## config.mk

```make
export PLATFORM = sky130hd
export DESIGN_NAME = ansi_key_decoder
export DESIGN_NICKNAME = d
export VERILOG_FILES = /design/src/rtl/ansi_key_decoder.sv
export SDC_FILE = /design/constraint.sdc
export NUM_CORES = 1
export LEC_CHECK = 0
export CORE_MARGIN = 2
export CORE_UTILIZATION = 45
export DETAILED_ROUTE_END_ITERATION = 8
export GPL_ROUTABILITY_DRIVEN = 0
export GPL_TIMING_DRIVEN = 0
export PLACE_DENSITY = 0.7
export SKIP_CTS_REPAIR_TIMING = 1
export SYNTH_ARGS = -nofsm -noshare
export SYNTH_HDL_FRONTEND = slang
export SYNTH_SLANG_ARGS = --single-unit
```

## constraint.sdc

```tcl
create_clock -name clk -period 3.75 [get_ports clk]
set_input_delay 0.75 -clock clk [delete_from_list [all_inputs] [get_ports clk]]
set_output_delay 0.75 -clock clk [all_outputs]
set_load 0.03 [all_outputs]
```

## src/rtl/ansi_key_decoder.sv

```systemverilog
// ansi_key_decoder
// Turns the raw byte stream coming back from the terminal into key events
// (space, enter, quit, cursor arrows, lone ESC, printable characters) for the
// game control logic. ESC-prefixed CSI cursor sequences are parsed, and a lone
// ESC is told apart from the start of a sequence by an inter-byte timeout.
// Events leave through a single-entry valid/ready output register.

module ansi_key_decoder #(
   parameter int ESC_TIMEOUT    = 1000,
   parameter int MAX_CSI_PARAMS = 8,
   parameter int DROP_W         = 16
) (
   input  logic              clk,
   input  logic              rst,
   input  logic              in_valid,
   input  logic [7:0]        in_byte,
   output logic              in_ready,
   output logic              key_valid,
   input  logic              key_ready,
   output logic [3:0]        key_code,
   output logic [7:0]        key_char,
   output logic [DROP_W-1:0] drop_cnt
);

   localparam int TIMER_W = $clog2(ESC_TIMEOUT + 1);
   localparam int PARAM_W = $clog2(MAX_CSI_PARAMS + 1);

   localparam logic [3:0] KEY_SPACE = 4'd0;
   localparam logic [3:0] KEY_ENTER = 4'd1;
   localparam logic [3:0] KEY_QUIT  = 4'd2;
   localparam logic [3:0] KEY_UP    = 4'd3;
   localparam logic [3:0] KEY_DOWN  = 4'd4;
   localparam logic [3:0] KEY_RIGHT = 4'd5;
   localparam logic [3:0] KEY_LEFT  = 4'd6;
   localparam logic [3:0] KEY_ESC   = 4'd7;
   localparam logic [3:0] KEY_CHAR  = 4'd8;

   typedef enum logic [1:0] {
      ST_IDLE,
      ST_ESC,
      ST_CSI
   } state_t;

   state_t              r_state;
   state_t              w_stateNext;
   logic [TIMER_W-1:0]  r_timer;
   logic [PARAM_W-1:0]  r_paramCnt;
   logic                r_keyValid;
   logic [3:0]          r_keyCode;
   logic [7:0]          r_keyChar;
   logic [DROP_W-1:0]   r_dropCnt;

   logic                w_slotFree;
   logic                w_accept;
   logic                w_timerExpired;
   logic                w_isParam;
   logic                w_paramFull;
   logic                w_emit;
   logic [3:0]          w_emitCode;
   logic [7:0]          w_emitChar;
   logic                w_drop;
   logic                w_paramClear;
   logic                w_paramInc;

   // The output register is the only buffer, so a byte may only be taken when
   // the event slot is empty or is being emptied this very cycle. Holding
   // in_ready low while the slot is blocked also keeps bytes from racing a
   // pending timeout ESC.
   assign w_slotFree     = !r_keyValid || key_ready;
   assign in_ready       = w_slotFree;
   assign w_accept       = in_valid && w_slotFree;
   assign w_timerExpired = (r_timer == TIMER_W'(ESC_TIMEOUT));
   assign w_isParam      = (in_byte[7:4] == 4'h3);
   assign w_paramFull    = (r_paramCnt == PARAM_W'(MAX_CSI_PARAMS));

   assign key_valid = r_keyValid;
   assign key_code  = r_keyCode;
   assign key_char  = r_keyChar;
   assign drop_cnt  = r_dropCnt;

   // Parser state register.
   always_ff @(posedge clk) begin
      if (rst) begin
         r_state <= ST_IDLE;
      end else begin
         r_state <= w_stateNext;
      end
   end

   // Next parser state: an accepted byte always takes priority over the timer,
   // and a lone-ESC timeout only resolves once it has somewhere to put the ESC.
   always_comb begin
      w_stateNext = r_state;
      case (r_state)
         ST_IDLE: begin
            if (w_accept && (in_byte == 8'h1B)) begin
               w_stateNext = ST_ESC;
            end
         end
         ST_ESC: begin
            if (w_accept) begin
               if (in_byte == 8'h5B) begin
                  w_stateNext = ST_CSI;
               end else if (in_byte != 8'h1B) begin
                  w_stateNext = ST_IDLE;
               end
            end else if (w_timerExpired && w_slotFree) begin
               w_stateNext = ST_IDLE;
            end
         end
         ST_CSI: begin
            if (w_accept) begin
               if (!w_isParam || w_paramFull) begin
                  w_stateNext = ST_IDLE;
               end
            end else if (w_timerExpired) begin
               w_stateNext = ST_IDLE;
            end
         end
         default: w_stateNext = ST_IDLE;
      endcase
   end

   // Decode what this cycle produces: an event to emit, a dropped byte or
   // sequence, and the bookkeeping for CSI parameter bytes.
   always_comb begin
      w_emit       = 1'b0;
      w_emitCode   = KEY_SPACE;
      w_emitChar   = 8'h00;
      w_drop       = 1'b0;
      w_paramClear = 1'b0;
      w_paramInc   = 1'b0;
      case (r_state)
         ST_IDLE: begin
            if (w_accept) begin
               case (in_byte)
                  8'h20: begin
                     w_emit     = 1'b1;
                     w_emitCode = KEY_SPACE;
                  end
                  8'h0D, 8'h0A: begin
                     w_emit     = 1'b1;
                     w_emitCode = KEY_ENTER;
                  end
                  8'h71, 8'h51: begin
                     w_emit     = 1'b1;
                     w_emitCode = KEY_QUIT;
                  end
                  8'h1B: begin
                     w_emit = 1'b0;
                  end
                  default: begin
                     if ((in_byte >= 8'h21) && (in_byte <= 8'h7E)) begin
                        w_emit     = 1'b1;
                        w_emitCode = KEY_CHAR;
                        w_emitChar = in_byte;
                     end else begin
                        w_drop = 1'b1;
                     end
                  end
               endcase
            end
         end
         ST_ESC: begin
            if (w_accept) begin
               if (in_byte == 8'h5B) begin
                  w_paramClear = 1'b1;
               end else if (in_byte == 8'h1B) begin
                  w_emit     = 1'b1;
                  w_emitCode = KEY_ESC;
               end else begin
                  w_drop = 1'b1;
               end
            end else if (w_timerExpired && w_slotFree) begin
               w_emit     = 1'b1;
               w_emitCode = KEY_ESC;
            end
         end
         ST_CSI: begin
            if (w_accept) begin
               if (w_isParam) begin
                  if (w_paramFull) begin
                     w_drop = 1'b1;
                  end else begin
                     w_paramInc = 1'b1;
                  end
               end else begin
                  case (in_byte)
                     8'h41: begin
                        w_emit     = 1'b1;
                        w_emitCode = KEY_UP;
                     end
                     8'h42: begin
                        w_emit     = 1'b1;
                        w_emitCode = KEY_DOWN;
                     end
                     8'h43: begin
                        w_emit     = 1'b1;
                        w_emitCode = KEY_RIGHT;
                     end
                     8'h44: begin
                        w_emit     = 1'b1;
                        w_emitCode = KEY_LEFT;
                     end
                     default: w_drop = 1'b1;
                  endcase
               end
            end else if (w_timerExpired) begin
               w_drop = 1'b1;
            end
         end
         default: begin
            w_emit = 1'b0;
         end
      endcase
   end

   // Inter-byte timer: restarts on every accepted byte and sits at zero in
   // IDLE; otherwise counts up and parks at ESC_TIMEOUT until resolved.
   always_ff @(posedge clk) begin
      if (rst) begin
         r_timer <= '0;
      end else if (w_accept || (r_state == ST_IDLE) || (w_stateNext == ST_IDLE)) begin
         r_timer <= '0;
      end else if (!w_timerExpired) begin
         r_timer <= r_timer + TIMER_W'(1);
      end
   end

   // Number of CSI parameter bytes seen since the '['.
   always_ff @(posedge clk) begin
      if (rst) begin
         r_paramCnt <= '0;
      end else if (w_paramClear) begin
         r_paramCnt <= '0;
      end else if (w_paramInc) begin
         r_paramCnt <= r_paramCnt + PARAM_W'(1);
      end
   end

   // Single-entry event register: loads on an emit, clears on a handshake,
   // and an emit in the handshake cycle simply replaces the old event.
   always_ff @(posedge clk) begin
      if (rst) begin
         r_keyValid <= 1'b0;
         r_keyCode  <= 4'd0;
         r_keyChar  <= 8'h00;
      end else if (w_emit) begin
         r_keyValid <= 1'b1;
         r_keyCode  <= w_emitCode;
         r_keyChar  <= w_emitChar;
      end else if (r_keyValid && key_ready) begin
         r_keyValid <= 1'b0;
      end
   end

   // Saturating count of bytes and sequences that produced no event.
   always_ff @(posedge clk) begin
      if (rst) begin
         r_dropCnt <= '0;
      end else if (w_drop && (r_dropCnt != {DROP_W{1'b1}})) begin
         r_dropCnt <= r_dropCnt + DROP_W'(1);
      end
   end

endmodule

```

Yosys cells after proc, flatten, opt, wreduce, memory -nomap -nowiden
Index checks and enable logic that the tools add are counted.

Register bits after elaboration: 45. Bits in latches: 0. Memory bits (writable): 0. Bits in read-only memories: 0. Logic and storage cells: 109. Memories kept: 0.

$add $sub $neg: 3. $mul: 0. Divide/modulo/power cells: 0. Order comparisons: 2. Equal/unequal tests: 18. Shift-type cells: 0. Multiplexer cells: 56. Bitwise operators: 0. Reductions and logical operators: 23.

Operators with widths (number): $eq 8x7->1 const B (7); $mux 8 (4); $mux 1 (29); $pmux 4 s3 (2); $add 16x1->16 const B (1); $eq 8x4->1 const B (2); $mux 2 (8); $ne 16x16->1 const B (1); $mux 3 (5); $mux 4 (3); $pmux 3 s4 (1); $add 10x1->10 const B (1); $eq 10x10->1 const B (1); $reduce_or 2->1 (5); $eq 8x5->1 const B (1); $eq 8x6->1 const B (1); $ge 8x6->1 const B (1); $le 8x7->1 const B (1); $ne 8x5->1 const B (1); $logic_and 1x1->1 (6); $pmux 1 s3 (2); $pmux 2 s3 (1); $reduce_or 6->1 (1); $reduce_or 5->1 (1); 11 further kinds (16).

Longest topological paths before layout
Gate-level depths: netlist (run 1).

Depth after elaboration: 9. Mapped depth: 9. Depth with buffers taken out: 9.

Least setup slack after synthesis (run 1)
Ideal clock, no wire load.

Path kind: input port to flip-flop. Start: in key_ready. End: reg r_dropCnt[8] (netlist: drop_cnt[8]). Library setup time: 0.070 ns. Arrival time: 2.768 ns. Required time: 3.680 ns. Path slack: 0.912 ns. Stages: 9. Path buffers: 2. Cell sequence: nand2b_1 -> clkbuf_1 -> and2_0 -> clkbuf_1 -> o31ai_1 -> o32ai_4 -> nor2_2 -> or4_1 -> a21oi_1.

Word-level cells in the longest chain between the ends: 5. Elaborated cells between the ends (all ways): 7. Those cells by class: 4 x mux; 3 x reduce/logical.

RTL lines: start: declaration (line 19) `input logic key_ready,`; $logic_or 1x1->1 (*) (line 69) `assign w_slotFree = !r_keyValid || key_ready;`; via in_ready (line 17) `output logic in_ready,`; $logic_and 1x1->1 (*) (line 71) `assign w_accept = in_valid && w_slotFree;`; $mux 1, on equally long branches (line 180, 135, 165); $pmux 1 s3 (*) (line 133) `case (r_state)`; $logic_and 1x1->1 (*) (line 261) `end else if (w_drop && (r_dropCnt != {DROP_W{1'b1}})) begin`; end signal: assignment (line 262) `r_dropCnt <= r_dropCnt + DROP_W'(1);`; end: declaration (line 51) `logic [DROP_W-1:0] r_dropCnt;`.

The timed path passes the listed nets; every way through them passes the cells marked *. A chain may end at the register's enable or synchronous reset.

Worst setup path after layout (run 1)
Start: in key_ready. End: reg r_dropCnt[8] (netlist: drop_cnt[8]).

Word-level cells in the longest chain between the ends: 5. Elaborated cells between the ends (all ways): 7. Those cells by class: 4 x mux; 3 x reduce/logical.

RTL lines (line): $logic_or 1x1->1 (*) (69); $logic_and 1x1->1 (*) (71); $mux 1, on equally long branches (180, 135, 165); $pmux 1 s3 (*) (133); $logic_and 1x1->1 (*) (261).

Mark *: on every way between the ends. The rest lies on a longest branch, timed or not.

==> out/results.txt, run 1 <==
CTS tree = done
Vias per inst = 5.41
Fin nets = 335
Vias = 2106
Fin cells = 389
Clock-pin slew on the worst setup and hold paths = 0.09 ns
Share of cells above drive strength 1 = 5.96%
Final wirelength = 5050 µm
Die Wd = 75.5 µm
Synth warnings = 0
Area delta synth->final = 25.0%
Pre-CTS setup slack = 0.254 ns
Power Density = 311 nW/µm²
Worst Hold Class = register to register
Post-DRT Antenna Nets = 0
Final-report setup violation count = 0
Crit path max-delay family = compound AO/OA/AOI/OAI gates
Required time worst endpoint = 3.98 ns
Die area = 5700 µm²
Startpoint types = input pin
Leakage Power = 0.955 nW
Hold Violations, Final = 0
I/O pin total = 42
Max Cap Viol = 0
Vias in the first global route = 1782
Largest net degree at the start of global routing = 15
Synthesized area per cell = 8.49 µm²
DRC violations left = 0
Pre-antenna DRT Iters = 4
CTS buffer count = 5
Least-Margin Pin Slew = 0.743 ns
Seq/Total Area, Yosys = 39.2%
Register bit total from synthesis = 45
Critical path endpoint category = register
Status = complete, no violations
DR WL/cell = 13.0 µm
Max FO, Critical Path = 7
CP peak stage delay = 0.74 ns
Ys flop type = dfxtp_1
CP arrival = 3.47 ns
Fin crit share = 86.2%
Worst Path Buf+Inv = 2
Final HPWL DP = 3710 µm
Placed Cells = 381
Total Routing Usage GR = 18.0%
Final antenna diode count = 0
Maximum vdd drop = 0.181 mV
Fill cell count = 497
Worst R2R Setup Slack = 1.09 ns
Fmax = 309 MHz
Core ar. = 5010 µm²
Critical path, cell by cell = clkdlybuf4s50_1 > nand2b_1 > clkbuf_1 > a2111oi_0 > a31oi_1 > o32ai_4 > nor2_2 > or4_1 > a21oi_1
Syn Nets = 288
Slew margin rel. = 49.2%
Number of core rows = 26
Sum of negative setup slack = 0 ns
Slowest CP cell = a2111oi_0
Clock sink total = 45
Setup ws final = 0.516 ns
# H-tree levels = 2
Clock Tree Buf Depth = 2
Total gr overflow = 0
Initial Util = 45.9%
Antenna violations before repair = 0
IO Port Bufs = 40
Clk_lat worst skew = 0.30 ns
Post-synth EDFFs = 0
First-pass GRT wire length = 7990 µm
Final Max Tran Viols = 0
RSZ-0062 raised after global routing = no
Worst Path Class, Setup = input pin to register
Cell area after synthesis = 2300 µm²
Synth cell types = 53
Cells after Synth = 271
Die height = 75.5 µm
Fin crit period = 3.23 ns
Skew final = 0.00870 ns
Root Driver = clkbuf_8
Async SR Flop Fraction = 0%
DR iter-0 viols = 113
-- registers in the layout, indices dropped and copies added, names as in the netlist --
signal,cells
key_code,4
r_state,2
r_timer,10
key_char,8
key_valid,1
drop_cnt,16
r_paramCnt,4
-- through the flow --
step / hold WS, ns / util [%] / cell area, µm² / total power [W]
after floorplan: 0.470 / - / 2300 / 0.000560
after global placement: 0.434 / 55.6 / 2790 / 0.000601
after detailed placement: 0.447 / 55.6 / 2790 / 0.000602
after CTS: 0.469 / 57.4 / 2880 / 0.000906
after global routing: 0.495 / 57.4 / 2880 / 0.000931
final: 0.463 / 57.4 / 2880 / 0.000894
-- final timing paths --
check / from / end / cells after the start
min: key_char[7]$_SDFFE_PP0P_ / key_char[7]$_SDFFE_PP0P_ / 1
max: key_ready / drop_cnt[8]$_SDFFE_PP0P_ / 9
min reg2reg: key_char[7]$_SDFFE_PP0P_ / key_char[7]$_SDFFE_PP0P_ / 1
max reg2reg: r_timer[0]$_SDFFE_PP0P_ / drop_cnt[8]$_SDFFE_PP0P_ / 9
-- kinds of logic after synthesis --
family,Yosys count,share of synthesized area (%)
mux,3,1.31
xor+xnor,16,6.09
buf+inv,17,2.88
compound gates,61,19.0
fa+ha+maj,5,2.72
flops,45,39.2
simple gates,124,28.8
-- placed cells by master (no fill, tap or decap), types with 2 or more instances in the layout --
master and instances:
a21oi_1 13, a22o_1 7, a31oi_1 5, and2_1 3, and3_1 9, buf_2 2
clkbuf_1 9, clkbuf_8 5, clkdlybuf4s50_1 40, clkinvlp_4 2, dfxtp_1 45, ha_1 5
inv_1 6, mux2i_1 3, nand2_1 25, nand2b_1 5, nand3_1 4, nand3b_1 4
nand4_1 5, nor2_1 28, nor2b_1 2, nor3_1 10, nor3b_1 2, nor4_1 2
o2111ai_1 2, o211ai_1 3, o21ai_0 14, o21ai_2 2, o31ai_1 4, or2_2 2
or3_1 10, or4_1 3, xnor2_1 8, xor2_1 8
-- synthesized netlist by cell type (5+ instances only) --
master | n | area (µm²)
dfxtp_1 | 45 | 901
nor2_1 | 28 | 105
nand2_1 | 25 | 93.8
o21ai_0 | 14 | 70.1
a21oi_1 | 13 | 65.1
nor3_1 | 10 | 50.1
or3_1 | 10 | 62.6
and3_1 | 9 | 56.3
clkbuf_1 | 8 | 30.0
xnor2_1 | 8 | 70.1
xor2_1 | 8 | 70.1
a22o_1 | 7 | 61.3
inv_1 | 6 | 22.5
a31oi_1 | 5 | 31.3
ha_1 | 5 | 62.6
nand2b_1 | 5 | 31.3
nand4_1 | 5 | 31.3
-- final cells by class --
cell class                      count  area, µm²  area share, %
Clock inverter                      2       15.0          0.522
Buffer                             11       43.8           1.52
Tap cell                           70       87.6           3.05
Inverter                            6       22.5          0.783
Timing Repair Buffer               40        400           13.9
Clock buffer                        6       72.6           2.52
Multi-Input combinational cell    209       1330           46.3
Sequential cell                    45        901           31.3
-- metal layers --
layer	part of all wire, %	GRT usage (%)	up-vias
li1	-	-	1076
met1	48	23.2	984
met2	47	30.0	39
met3	3.6	4.50	7
met4	1.1	5.07	0
met5	0	0	-
-- worst reg2reg max path, stage by stage (launching register included) --
cell       delay (ns)
dfxtp_1          0.33
inv_1            0.11
ha_1             0.15
nand2_1          0.09
a2111oi_0        0.67
a31oi_1          0.17
o32ai_4          0.27
nor2_2           0.11
or4_1            0.53
a21oi_1          0.16
-- report_power, final --
group	switching [W]	internal (W)	leakage [nW]	total, W
clock	0.000172	0.000131	0.0374	0.000303
sequential	0.00000484	0.000485	0.363	0.000489
combinational	0.0000590	0.0000419	0.554	0.000101
total	0.000236	0.000658	0.955	0.000894
No activity file was read; power rests on OpenSTA's default activity.
==> inputs of run 2 (changes only) <==
DONT_BUFFER_PORTS = 1   (was default)
PLACE_DENSITY = default   (was 0.7)
RECOVER_POWER = 25   (was default)
==> run 2 against run 1 <==
Compared with the run above:
- fmax grew 7.9%
- via count down 7.4%
- clock power decreased by 2%
- first-iteration DRC count up 14%
- clock skew about the same
- register-to-register slack got worse by 0.34 ns
- global-route usage decreased by 0.18 points
- critical endpoint is now drop_cnt[15]$_SDFFE_PP0P_
- highest routed layer unchanged
==> out/results.txt, run 2 (same netlist as run 1, synthesis figures left out) <==
Status = complete, no violations
Slew margin rel. = 52.6% (+3.5 points)
First-pass GRT wire length = 7900 µm (-1.1%)
Worst Hold Class = register to register
Clock Tree Buf Depth = 2 (unchanged)
Die Wd = 75.5 µm (unchanged)
DR WL/cell = 14.0 µm (+7.9%)
Fill cell count = 508 (+2.2%)
Worst hold path startpoint = r_timer[8]$_SDFFE_PP0P_
Power Density = 347 nW/µm² (+12%)
Die height = 75.5 µm (unchanged)
Leakage Power = 0.819 nW (-14%)
DR iter-0 viols = 129 (+14%)
Hold worst-path end = r_timer[8]$_SDFFE_PP0P_
Clock-pin slew on the worst setup and hold paths = 0.09 ns (about the same)
Final antenna diode count = 0 (unchanged)
Most frequent cells in the layout = 45 x dfxtp_1, 28 x nor2_1, 25 x nand2_1
IO Port Bufs = 0 (-100%)
Worst R2R Setup Slack = 0.75 ns (-0.34 ns)
CTS buffer count = 5 (unchanged)
Leading cell type in the layout, fill and taps excluded = dfxtp_1
Critical path endpoint category = register
Reg2Reg Depth = 8 (-1)
Required time worst endpoint = 3.98 ns (about the same)
Vias per inst = 5.59 (+3.3%)
Final-report setup violation count = 0 (unchanged)
Total gr overflow = 0 (unchanged)
Fin crit share = 80.0% (-6.3 points)
Fin nets = 295 (-12%)
Fmax = 334 MHz (+7.9%)
Final HPWL DP = 3550 µm (-4.1%)
Vias in the first global route = 1711 (-4.0%)
Final Max Tran Viols = 0 (unchanged)
Skew final = 0.00840 ns (-0.000292 ns)
Startpoint types = register
Wire length on met3 = 221 µm (+21%)
Reg-to-reg endpoint = drop_cnt[15]$_SDFFE_PP0P_
DRC violations left = 0 (unchanged)
CP arrival = 3.23 ns (-0.24 ns)
Worst Path Class, Setup = register to register
Overall power = 0.000858 W (-4.0%)
Initial Util = 45.9% (unchanged)
Max Cap Viol = 0 (unchanged)
Maximum vdd drop = 0.211 mV (+16%)
Final wirelength = 4880 µm (-3.2%)
Share of cells above drive strength 1 = 7.17% (+1.2 points)
Sum of negative setup slack = 0 ns (unchanged)
# H-tree levels = 2 (unchanged)
Clock sink total = 45 (unchanged)
Least-Margin Pin Slew = 0.693 ns (-0.0507 ns)
Routed wl met2 = 2240 µm (-5.3%)
Hold Violations, Final = 0 (unchanged)
Antenna violations before repair = 0 (unchanged)
Die area = 5700 µm² (unchanged)
Number of flip-flops under the largest register name = 16 (unchanged)
Post-DRT Antenna Nets = 0 (unchanged)
Number of core rows = 26 (unchanged)
Root Driver = clkbuf_8
Max FO, Critical Path = 9 (+2)
CTS tree = done
Clk_lat worst skew = 0.30 ns (about the same)
Top layer in use = met4
Fin crit period = 3.00 ns (-0.236 ns)
Pre-antenna DRT Iters = 4 (unchanged)
I/O pin total = 42 (unchanged)
Hold depth = 2 (+1)
RSZ-0062 raised after global routing = no
Total Routing Usage GR = 17.8% (-0.18 points)
R2R Path Start = key_valid$_SDFFE_PP0P_
Core ar. = 5010 µm² (unchanged)
Vias = 1951 (-7.4%)
Largest net degree at the start of global routing = 15 (unchanged)
M1 WL = 2380 µm (-2.4%)
Area delta synth->final = 7.56%
## run 2: cell types whose count changed in the layout (fill, tap and decap cells not counted)
cell	delta
clkdlybuf4s50_1	-40
clkinvlp_4	-1
clkbuf_1	-1
clkinv_2	+2
## run 2: how the worst max path moves through the flow
stage,startpoint,to,slack [ns],cells after the start
after detailed placement,key_ready,drop_cnt[15]$_SDFFE_PP0P_,0.49,9
after floorplan,key_ready,drop_cnt[8]$_SDFFE_PP0P_,0.91,9
after global routing,key_valid$_SDFFE_PP0P_,drop_cnt[13]$_SDFFE_PP0P_,0.52,8
final,key_valid$_SDFFE_PP0P_,drop_cnt[15]$_SDFFE_PP0P_,0.75,8
after CTS,key_valid$_SDFFE_PP0P_,drop_cnt[15]$_SDFFE_PP0P_,0.77,8
after global placement,key_ready,drop_cnt[15]$_SDFFE_PP0P_,0.52,9
## run 2: critical path, stage by stage (launching register included)
cell       delay (ns)
dfxtp_1          0.52
nand2b_1         0.09
clkbuf_1         0.32
a2111oi_0        0.76
a31oi_1          0.15
o32ai_4          0.27
o2111ai_2        0.29
or3_1            0.39
a21oi_1          0.14
## run 2: where the power goes
group	total [W]	internal, W	leakage (nW)	switching [W]
sequential	0.000504	0.000485	0.363	0.0000198
combinational	0.0000565	0.0000210	0.412	0.0000355
clock	0.000297	0.000129	0.0439	0.000168
## run 2: stage by stage
step	setup WS, ns	utilization (%)	cells	area [µm²]	hold WS [ns]
2_1_floorplan	0.912	-	271	2300	0.470
3_3_place_gp	0.524	47.7	341	2390	0.502
3_5_place_dp	0.495	47.7	341	2390	0.508
4_1_cts	0.773	49.4	349	2470	0.521
5_1_grt	0.516	49.4	349	2470	0.551
6_report	0.752	49.4	349	2470	0.518
## run 2: area by class of cell
cell class	count	area [µm²]	area share, %
multi-input combinational	209	1330	53.9
sequential	45	901	36.4
tap	70	87.6	3.54
clock buffer	5	68.8	2.78
buffer	11	43.8	1.77
inverter	6	22.5	0.910
clock inverter	3	17.5	0.708
## run 2: per-layer routing
metal / global-route usage (%) / up-vias
met2: 28.2 / 39
met3: 3.70 / 4
met1: 24.2 / 908
met4: 5.85 / 0
li1: - / 1000
met5: 0 / -
==> inputs of run 3 (changes only) <==
clock period = 2.45 ns   (was 3.75 ns; I/O delays follow)
==> run 3 against run 2 <==
Compared with the run above:
- sequential power is 53% higher
- non-clock buffer count rose by 2
- via count is 0.51% higher
- cell count increased by 0.57%
- utilization rose by 2.2 points
- clock-buffer cell count grew 1
- combinational power increased by 68%
- clock skew down 0.0058 ns
- largest power group unchanged
- highest routed layer unchanged
==> out/results.txt, run 3 (same netlist as run 1, synthesis figures left out) <==
Status = complete, no violations
Critical path endpoint category = register
DR iter-0 viols = 132 (+2.3%)
Leading cell type in the layout, fill and taps excluded = dfxtp_1
Startpoint types = input pin
Hold Violations, Final = 0 (unchanged)
Worst Path Class, Setup = input pin to register
IO Port Bufs = 0 (unchanged)
Number of core rows = 26 (unchanged)
Total Routing Usage GR = 17.3% (-0.53 points)
Fill cell count = 504 (-0.79%)
Slowest CP cell = or3_1
Vias = 1961 (+0.51%)
Fin nets = 297 (+0.68%)
Share of cells above drive strength 1 = 10.7% (+3.5 points)
Final wirelength = 5010 µm (+2.6%)
Die height = 75.5 µm (unchanged)
Largest net degree at the start of global routing = 15 (unchanged)
Pre-antenna DRT Iters = 4 (unchanged)
Post-DRT Antenna Nets = 0 (unchanged)
Post-route design area = 2590 µm² (+4.6%)
Final HPWL DP = 3500 µm (-1.3%)
Leakage Power = 0.858 nW (+4.8%)
RSZ-0062 raised after global routing = yes
I/O pin total = 42 (unchanged)
Fin crit period = 2.34 ns
Initial Util = 45.9% (unchanged)
Vias in the first global route = 1664 (-2.7%)
Clock sink total = 45 (unchanged)
Max FO, Critical Path = 10 (+1)
Pre-CTS setup slack = -0.379 ns (-0.874 ns)
First-pass GRT wire length = 7590 µm (-3.9%)
Final antenna diode count = 0 (unchanged)
Skew final = 0.00263 ns (-0.00577 ns)
Core ar. = 5010 µm² (unchanged)
Clock Tree Buf Depth = 2 (unchanged)
Worst Hold Class = input pin to register
Least-Margin Pin Slew = 0.571 ns (-0.121 ns)
Clk_lat worst skew = 0.29 ns (about the same)
CP peak stage delay = 0.41 ns (-0.35 ns)
Max Cap Viol = 0 (unchanged)
Most frequent cells in the layout = 44 x dfxtp_1, 26 x nor2_1, 25 x nand2_1
Slew margin rel. = 61.8% (+9.1 points)
Clock-pin slew on the worst setup and hold paths = 0.08 ns (about the same)
Die area = 5700 µm² (unchanged)
Final Max Tran Viols = 0 (unchanged)
Total gr overflow = 0 (unchanged)
Root Driver = clkbuf_8
CTS tree = done
Hold_ws = 0.322 ns (-0.196 ns)
Area delta synth->final = 12.5%
Setup ws final = 0.112 ns (-0.639 ns)
CTS buffer count = 5 (unchanged)
Fin crit share = 95.4%
Die Wd = 75.5 µm (unchanged)
CP arrival = 2.51 ns (-0.72 ns)
Vias per inst = 5.59 (about the same)
Power Density = 560 nW/µm² (+62%)
Fmax = 428 MHz
DRC violations left = 0 (unchanged)
Final-report setup violation count = 0 (unchanged)
Number of flip-flops under the largest register name = 16 (unchanged)
Placed cell areas = 2390 µm² (+0.10%)
Antenna violations before repair = 0 (unchanged)
Maximum vdd drop = 0.252 mV (+20%)
DR WL/cell = 14.3 µm (+2.1%)
Required time worst endpoint = 2.62 ns (-1.36 ns)
# H-tree levels = 2 (unchanged)
Critical path, cell by cell = buf_2 > nand3b_1 > or3_1 > o31ai_1 > o32ai_4 > buf_6 > o21ai_4 > mux2i_1 > nor2_1
Core Util, Final = 51.6% (+2.2 points)
## run 3: cell count changes in the layout (fill, tap and decap cells not counted), sizes merged
cell and delta:
buf +3, clkinv -2, bufinv +1
## run 3: area by class of cell
| type | count | area [µm²] | share of cell area, % |
|---|---|---|---|
| Multi-Input combinational cell | 209 | 1380 | 53.3 |
| Sequential cell | 45 | 905 | 35.0 |
| Tap cell | 70 | 87.6 | 3.39 |
| Clock buffer | 6 | 82.6 | 3.19 |
| Buffer | 11 | 53.8 | 2.08 |
| Clock inverter | 2 | 37.5 | 1.45 |
| Inverter | 6 | 22.5 | 0.871 |
| Timing Repair Buffer | 2 | 18.8 | 0.726 |
## run 3: per-stage QoR
step                      power, W  std cells  TNS [ns]
final                      0.00145        351         0
after global routing       0.00151        351   -0.0439
after CTS                  0.00146        349     -3.08
after detailed placement  0.000877        341     -5.88
after global placement    0.000876        341     -5.14
after floorplan           0.000858        271   -0.0727
## run 3: worst max-delay path, delay by kind of cell
family / cells / cell delay (ns)
buffers and inverters: 2 / 0.32
and+or+nand+nor: 3 / 0.65
muxes: 1 / 0.21
AOI/OAI and AO/OA: 3 / 0.83
## run 3: path summary, 6_finish.rpt
path                                         startpoint                        to  slack (ns)  depth (start not counted)
worst max register to register   key_valid$_SDFFE_PP0P_  drop_cnt[6]$_SDFFE_PP0P_        0.11                         10
worst max-delay path                         in_byte[2]  drop_cnt[1]$_SDFFE_PP0P_        0.11                          9
worst min register to register  r_timer[8]$_SDFFE_PP0P_   r_timer[8]$_SDFFE_PP0P_        0.51                          2
worst min-delay path                         in_byte[4]  key_char[4]$_SDFFE_PP0P_        0.32                          1
## run 3: power by group
| part | leakage (nW) | total (W) | internal [W] | switching, W |
|---|---|---|---|---|
| clock | 0.0574 | 0.000582 | 0.000332 | 0.000251 |
| sequential | 0.364 | 0.000772 | 0.000741 | 0.0000303 |
| combinational | 0.437 | 0.0000952 | 0.0000385 | 0.0000567 |
| total | 0.858 | 0.00145 | 0.00111 | 0.000338 |
## run 3: metal layers
metal  vias to the layer above  track usage [%]  wire length [µm]  share of wire [%]
li1                       1001                -                 -                  -
met1                       908             23.0              2320                 46
met2                        46             27.3              2330                 47
met3                         6             5.03               306                6.1
met4                         0             4.87                52                1.0
met5                         -                0                 0                  0
